$ cat src/rtl/flow_control_pkg.sv
// Shared definitions for the valid/ready register slice.
package flow_control_pkg;

  localparam int DATA_SIZE_DEFAULT = 8;

  // Encoding chosen so bit 0 means "main word valid" and bit 1 means "skid word valid".
  typedef enum logic [1:0] {
    EMPTY = 2'b00,
    BUSY  = 2'b01,
    FULL  = 2'b11
  } fc_state_e;

endpackage

$ cat src/rtl/flow_control_flow.sv
// Register slice with a skid entry: every output comes straight from a flop,
// yet one word per clock is sustained and nothing is lost under backpressure.
module flow_control_flow
  import flow_control_pkg::*;
#(
  parameter int DATA_SIZE = DATA_SIZE_DEFAULT
) (
  input  logic                 CLK,
  input  logic                 RESET,
  input  logic                 Valid_i,
  output logic                 Ready_o,
  input  logic [DATA_SIZE-1:0] Data_i,
  output logic                 Valid_o,
  input  logic                 Ready_i,
  output logic [DATA_SIZE-1:0] Data_o
);

  fc_state_e            state_q, state_d;
  logic [DATA_SIZE-1:0] main_q, main_d;
  logic [DATA_SIZE-1:0] skid_q, skid_d;
  logic                 in_xfer;
  logic                 out_xfer;

  assign Valid_o = state_q[0];
  assign Ready_o = ~state_q[1];
  assign Data_o  = main_q;

  assign in_xfer  = Valid_i & Ready_o;
  assign out_xfer = Valid_o & Ready_i;

  always_ff @(posedge CLK) begin
    if (RESET) begin
      state_q <= EMPTY;
      main_q  <= '0;
      skid_q  <= '0;
    end else begin
      state_q <= state_d;
      main_q  <= main_d;
      skid_q  <= skid_d;
    end
  end

  always_comb begin
    state_d = state_q;
    main_d  = main_q;
    skid_d  = skid_q;
    unique case (state_q)
      EMPTY: begin
        if (in_xfer) begin
          state_d = BUSY;
          main_d  = Data_i;
        end
      end
      BUSY: begin
        if (in_xfer && out_xfer) begin
          main_d = Data_i;
        end else if (in_xfer) begin
          // Consumer stalled: park the new word so Data_o stays stable.
          state_d = FULL;
          skid_d  = Data_i;
        end else if (out_xfer) begin
          state_d = EMPTY;
        end
      end
      FULL: begin
        if (out_xfer) begin
          state_d = BUSY;
          main_d  = skid_q;
        end
      end
      default: state_d = EMPTY;
    endcase
  end

endmodule

$ cat config.mk
export PLATFORM = sky130hd
export DESIGN_NAME = flow_control_flow
export DESIGN_NICKNAME = d
export VERILOG_FILES = /design/src/rtl/flow_control_pkg.sv /design/src/rtl/flow_control_flow.sv
export SDC_FILE = /design/constraint.sdc
export NUM_CORES = 1
export LEC_CHECK = 0
export ABC_AREA = 0
export CAP_MARGIN = 20
export CELL_PAD_IN_SITES_DETAIL_PLACEMENT = 0
export CELL_PAD_IN_SITES_GLOBAL_PLACEMENT = 1
export CORE_MARGIN = 2
export CORE_UTILIZATION = 25
export CTS_CLUSTER_DIAMETER = 50
export DETAILED_ROUTE_END_ITERATION = 16
export PLACE_DENSITY_LB_ADDON = 0.2
export REMOVE_ABC_BUFFERS = 1
export SYNTH_ARGS = -nofsm -noshare
export SYNTH_HDL_FRONTEND = slang
export SYNTH_SLANG_ARGS = --single-unit
export TNS_END_PERCENT = 50
$ cat constraint.sdc
create_clock -name CLK -period 1.5 [get_ports CLK]
set_clock_uncertainty 0.05 [all_clocks]
set_input_delay 0.3 -clock CLK [delete_from_list [all_inputs] [get_ports CLK]]
set_output_delay 0.3 -clock CLK [all_outputs]
set_load 0.1 [all_outputs]
After elaboration in Yosys (flattened, before gate mapping):

Cells that the tools add are included.

* flip-flop bits (word level): 18
* input port bits: 12

* eq/ne operators: 7
* muxes and demuxes: 10
* bitwise operators: 4
* reductions and logical operators: 6

Operator list (count)
* $mux W8: 3
* $pmux W8 S3: 1
* $mux W2: 5
* $ne A2 B2 Y1 const B: 4
* $reduce_and A4 Y1: 2
* $pmux W2 S3: 1
* $ne A3 B3 Y1 const B: 1
* $reduce_and A3 Y1: 1
* $reduce_bool A3 Y1: 1
* $and A1 B1 Y1: 2
* $eq A2 B1 Y1 const B: 1
* $eq A2 B2 Y1 const B: 1
* $logic_not A2 Y1: 1
* $not A1 Y1: 2
* $logic_and A1 B1 Y1: 1

Depth between registers and ports, before layout:

* depth after elaboration: 5
* depth in mapped cells: 7
* mapped depth without buffers: 6

Least setup slack after synthesis:

OpenSTA, ideal clock, no wires.

* path type: flip-flop to flip-flop
* start point: reg state_q[0]
* end point: reg main_q[1] (netlist: Data_o[1])
* setup time: 0.088 ns
* arrival: 2.278 ns
* slack: -0.916 ns
* cell stages (with the launch flop): 8
* cells stage by stage: dfxtp_1 inv_1 ha_1 nor2_1 a41o_2 buf_4 a21oi_2 a311oi_2

* word-level cells in the longest chain between the ends: 4
* elaborated cells on any way between the ends: 11
* classes of those cells: eq/ne: 5; mux: 1; bitwise: 1; reduce/logical: 4

Ends and longest elaborated chain
* from (decl): line flow_control_flow.sv:18 `fc_state_e state_q, state_d;`
* from (signal assigned): line flow_control_flow.sv:37 `state_q <= state_d;`
* $and A1 B1 Y1: line flow_control_flow.sv:29 `assign out_xfer = Valid_o & Ready_i;`
* $logic_and A1 B1 Y1: line flow_control_flow.sv:55 `if (in_xfer && out_xfer) begin`
* $ne A2 B2 Y1 (no line)
* $reduce_and A4 Y1 (no line)
* to (signal assigned): line flow_control_flow.sv:38 `main_q <= main_d;`
* to (decl): line flow_control_flow.sv:19 `logic [DATA_SIZE-1:0] main_q, main_d;`

Parallel ways exist; a longest one is shown, timed or not.
A chain may end at the register's enable or synchronous reset.

Worst setup path after layout:

* start point: reg state_q[1]
* end point: reg main_q[3] (netlist: Data_o[3])

* word-level cells in the longest chain between the ends: 5
* elaborated cells on any way between the ends: 12
* classes of those cells: eq/ne: 5; mux: 1; bitwise: 2; reduce/logical: 4

Ends and longest elaborated chain
* $not A1 Y1: line flow_control_flow.sv:25 `assign Ready_o = ~state_q[1];`
* $and A1 B1 Y1: line flow_control_flow.sv:28 `assign in_xfer = Valid_i & Ready_o;`
* $logic_and A1 B1 Y1: line flow_control_flow.sv:55
* $ne A2 B2 Y1 (no line)
* $reduce_and A4 Y1 (no line)

Parallel ways exist; a longest one is shown, timed or not.

==> results.py <==
metrics = {
    "status": {
        "status": "finished, violations left",
        "violations": "setup timing",
    },
    "sta": {
        "setup-tns-final_ns": -0.0310,
        "maxSlewViolCount": 0,
        "worst_pin_slew_ns": 0.203,
        "rsz0062_at_grt": "true",
        "layout_setup_ws_ns": -0.0310,
        "period_share": 1.02,
        "timing_hold_violations_final": 0,
        "fmax_ghz": 0.653,
        "relSlewSlack": 0.861,
        "whs_ns": 0.455,
        "timing.final.crit_period_ns": 1.53,
        "setup-violations-final": 1,
    },
    "layout": {
        "design_area_um2": 1720,
        "fin_cells": 183,
        "final_util": 0.476,
        "final_common_cell": "buf_4",
        "area_growth_pct": 86.5,
        "diodes": 0,
        "layout.area.seq_um2": 363,
        "multiInputGateArea_um2": 662,
        "layout_common_cells": "buf_4 (20), mux2i_1 (17), dfxtp_1 (16)",
        "final_nets": 153,
        "fillerInstances": 346,
        "drive_gt1_frac": 0.511,
    },
    "clock_network": {
        "cts_htree_levels": 1,
        "tritoncts": "built",
        "hold_buffers": 0,
        "clk_path_buf_depth": 2,
        "clk_pin_slew_ns": 0.08,
        "clkSinkCount": 18,
        "clk_latency_ns": 0.26,
        "cts_root_buffer": "clkbuf_8",
        "cts_buffers": 3,
    },
    "drt": {
        "viasPerCell": 4.64,
        "drtIter0Drc": 14,
        "drc": 0,
        "drtPass1Iterations": 3,
        "vias": 850,
        "wire_per_inst_um": 13.9,
        "drtAntennaViolNets": 0,
        "wirelength_mm": 2.54,
    },
    "power_and_ir_drop": {
        "combPwrFrac": 0.709,
        "power.density_nw_per_um2": 2440,
        "p_sw_mw": 1.99,
        "p_sw_frac": 0.476,
        "internal_power_mw": 2.19,
        "leakage_nw": 0.715,
        "power_frac_seq": 0.193,
        "p_total_mw": 4.18,
        "irDropWorstVdd_uv": 1160,
        "p_clk_frac": 0.098,
    },
    "floorplanning": {
        "start_util": 0.255,
        "num_rows": 22,
        "core_um2": 3610,
        "ios": 22,
        "die-area_um2": 4180,
        "die_x_um": 64.7,
        "dieHeight_um": 64.7,
    },
    "setup_path": {
        "crit_required_ns": 1.62,
        "r2r_start": "state_q[1]$_SDFFE_PP0P_",
        "critical_path_class": "reg2reg",
        "endpoint": "Data_o[3]$_SDFFE_PP0P_",
        "cp-startpoint": "state_q[1]$_SDFFE_PP0P_",
        "worstPathMaxFanout": 6,
        "cp-end-kind": "register",
        "timing.rr.end": "Data_o[3]$_SDFFE_PP0P_",
        "start_kind": "register",
        "cp.arrival_ns": 1.65,
        "r2r_slack_ns": -0.03,
        "reg2reg_depth": 7,
    },
    "place": {
        "dpl_cell_area_um2": 1440,
        "hpwlAfterDp_mm": 1.68,
        "pre_cts_ws_ns": -0.312,
        "place_congestion": 0.897,
        "io_buffers": 21,
        "dp.cells": 172,
    },
    "synth": {
        "synthesis.instances": 87,
        "synth_mux_area_frac": 0.196,
        "ys_ff_latch": 18,
        "ys_types": 25,
        "synth_warnings": 0,
        "netlist_area_um2": 920,
        "synth_area_leaders": "dfxtp_1 (39%), mux2i_1 (20%), ha_1 (6.8%)",
        "synthSimpleGateAreaFrac": 0.0898,
        "synth_top_family_by_area": "compound AO/OA/AOI/OAI gates",
        "seq_area_frac_synth": 0.392,
        "synth_compound_area_frac": 0.199,
        "synth_fa_ha_area_frac": 0.0680,
        "netlist.area_leader.share": 0.392,
        "synthXorXnorAreaFrac": 0.00952,
        "synth_top_area_cell": "dfxtp_1",
        "avgSynthCellArea_um2": 10.6,
    },
    "min_path": {
        "hold_path.class": "reg2reg",
    },
    "global_route": {
        "overflow": 0,
        "grtUsageTotal": 0.124,
        "grt_pass1_wl_mm": 3.95,
        "antenna_found_initial": 0,
        "grt_pass1_vias": 856,
        "grt_max_degree": 17,
    },
    "job": {
        "cap_violations": 0,
    },
}
==> kinds of logic (layout without fill, tap and decap cells) <==
family / Yosys count / in the layout
AO/OA/AOI/OAI: 20 / 21
XOR/XNOR: 1 / 1
adder cells (fa/ha/maj): 5 / 5
buffers and inverters: 8 / 55
flip-flops: 18 / 18
multiplexers: 18 / 18
AND/OR/NAND/NOR: 17 / 17
==> worst max-delay path, stage by stage, from the launching register on <==
cell      delay (ns)
dfxtp_2         0.34
buf_6           0.13
ha_4            0.16
a22oi_4         0.19
buf_12          0.13
buf_8           0.10
a21oi_1         0.07
a311oi_2        0.26
==> worst min path at each step <==
stage,from,end,cells past startpoint
floorplan,RESET,Data_o[1]$_SDFFE_PP0P_,1
global route,skid_q[6]$_SDFFE_PP0P_,skid_q[6]$_SDFFE_PP0P_,2
global placement,skid_q[1]$_SDFFE_PP0P_,skid_q[1]$_SDFFE_PP0P_,2
finish,skid_q[4]$_SDFFE_PP0P_,skid_q[4]$_SDFFE_PP0P_,2
detailed placement,skid_q[4]$_SDFFE_PP0P_,skid_q[4]$_SDFFE_PP0P_,2
CTS,skid_q[4]$_SDFFE_PP0P_,skid_q[4]$_SDFFE_PP0P_,2
==> cell type report <==
| class | instances | share of cell area |
|---|---|---|
| sequential | 18 | 0.212 |
| tap | 48 | 0.0350 |
| multi-input combinational | 62 | 0.386 |
| inverter | 3 | 0.00802 |
| clock buffer | 4 | 0.0321 |
| timing repair buffer | 48 | 0.327 |
==> cells in the mapped netlist <==
master    number
a211o_1        1
a21boi_2       1
a21oi_1        6
a21oi_2        2
a22oi_4        1
a311oi_1       6
a311oi_2       2
a41o_2         1
buf_1          1
buf_2          1
buf_4          1
buf_6          1
clkbuf_1       1
dfxtp_1       18
ha_1           5
inv_1          3
mux2i_1       18
nand2_1        3
nand2_2        1
nand2b_1       1
nand3_2        1
nor2_1         9
nor2b_2        1
or3_1          1
xnor2_1        1
==> power groups by stage <==
stage	clock, mW	sequential (mW)	combinational, mW
after CTS	0.414	0.802	2.70
after detailed placement	0	0.806	2.54
after global placement	0	0.806	2.51
after floorplan	0	1.63	0.621
after global routing	0.447	0.825	3.10
final	0.408	0.807	2.96
==> flip-flops by register name, summed over array words and instances, names as in the netlist <==
register / cells
Data_o: 8
skid_q: 8
state_q: 2
==> per-layer routing <==
layer | routed length (um) | vias up | global-route usage
met3 | 94 | 5 | 0.0313
li1 | - | 423 | -
met2 | 1320 | 14 | 0.210
met1 | 1080 | 408 | 0.144
met4 | 37 | 0 | 0.0638
met5 | 0 | - | 0
==> repair_timing <==
action / CTS / global route
resized for setup: 15 / 22
pin swaps: 1 / 11
endpoints found under the setup margin: 10 / 18
cloned: 1 / 0
setup buffers: 0 / 6
No activity file was read; power rests on OpenSTA's default activity.
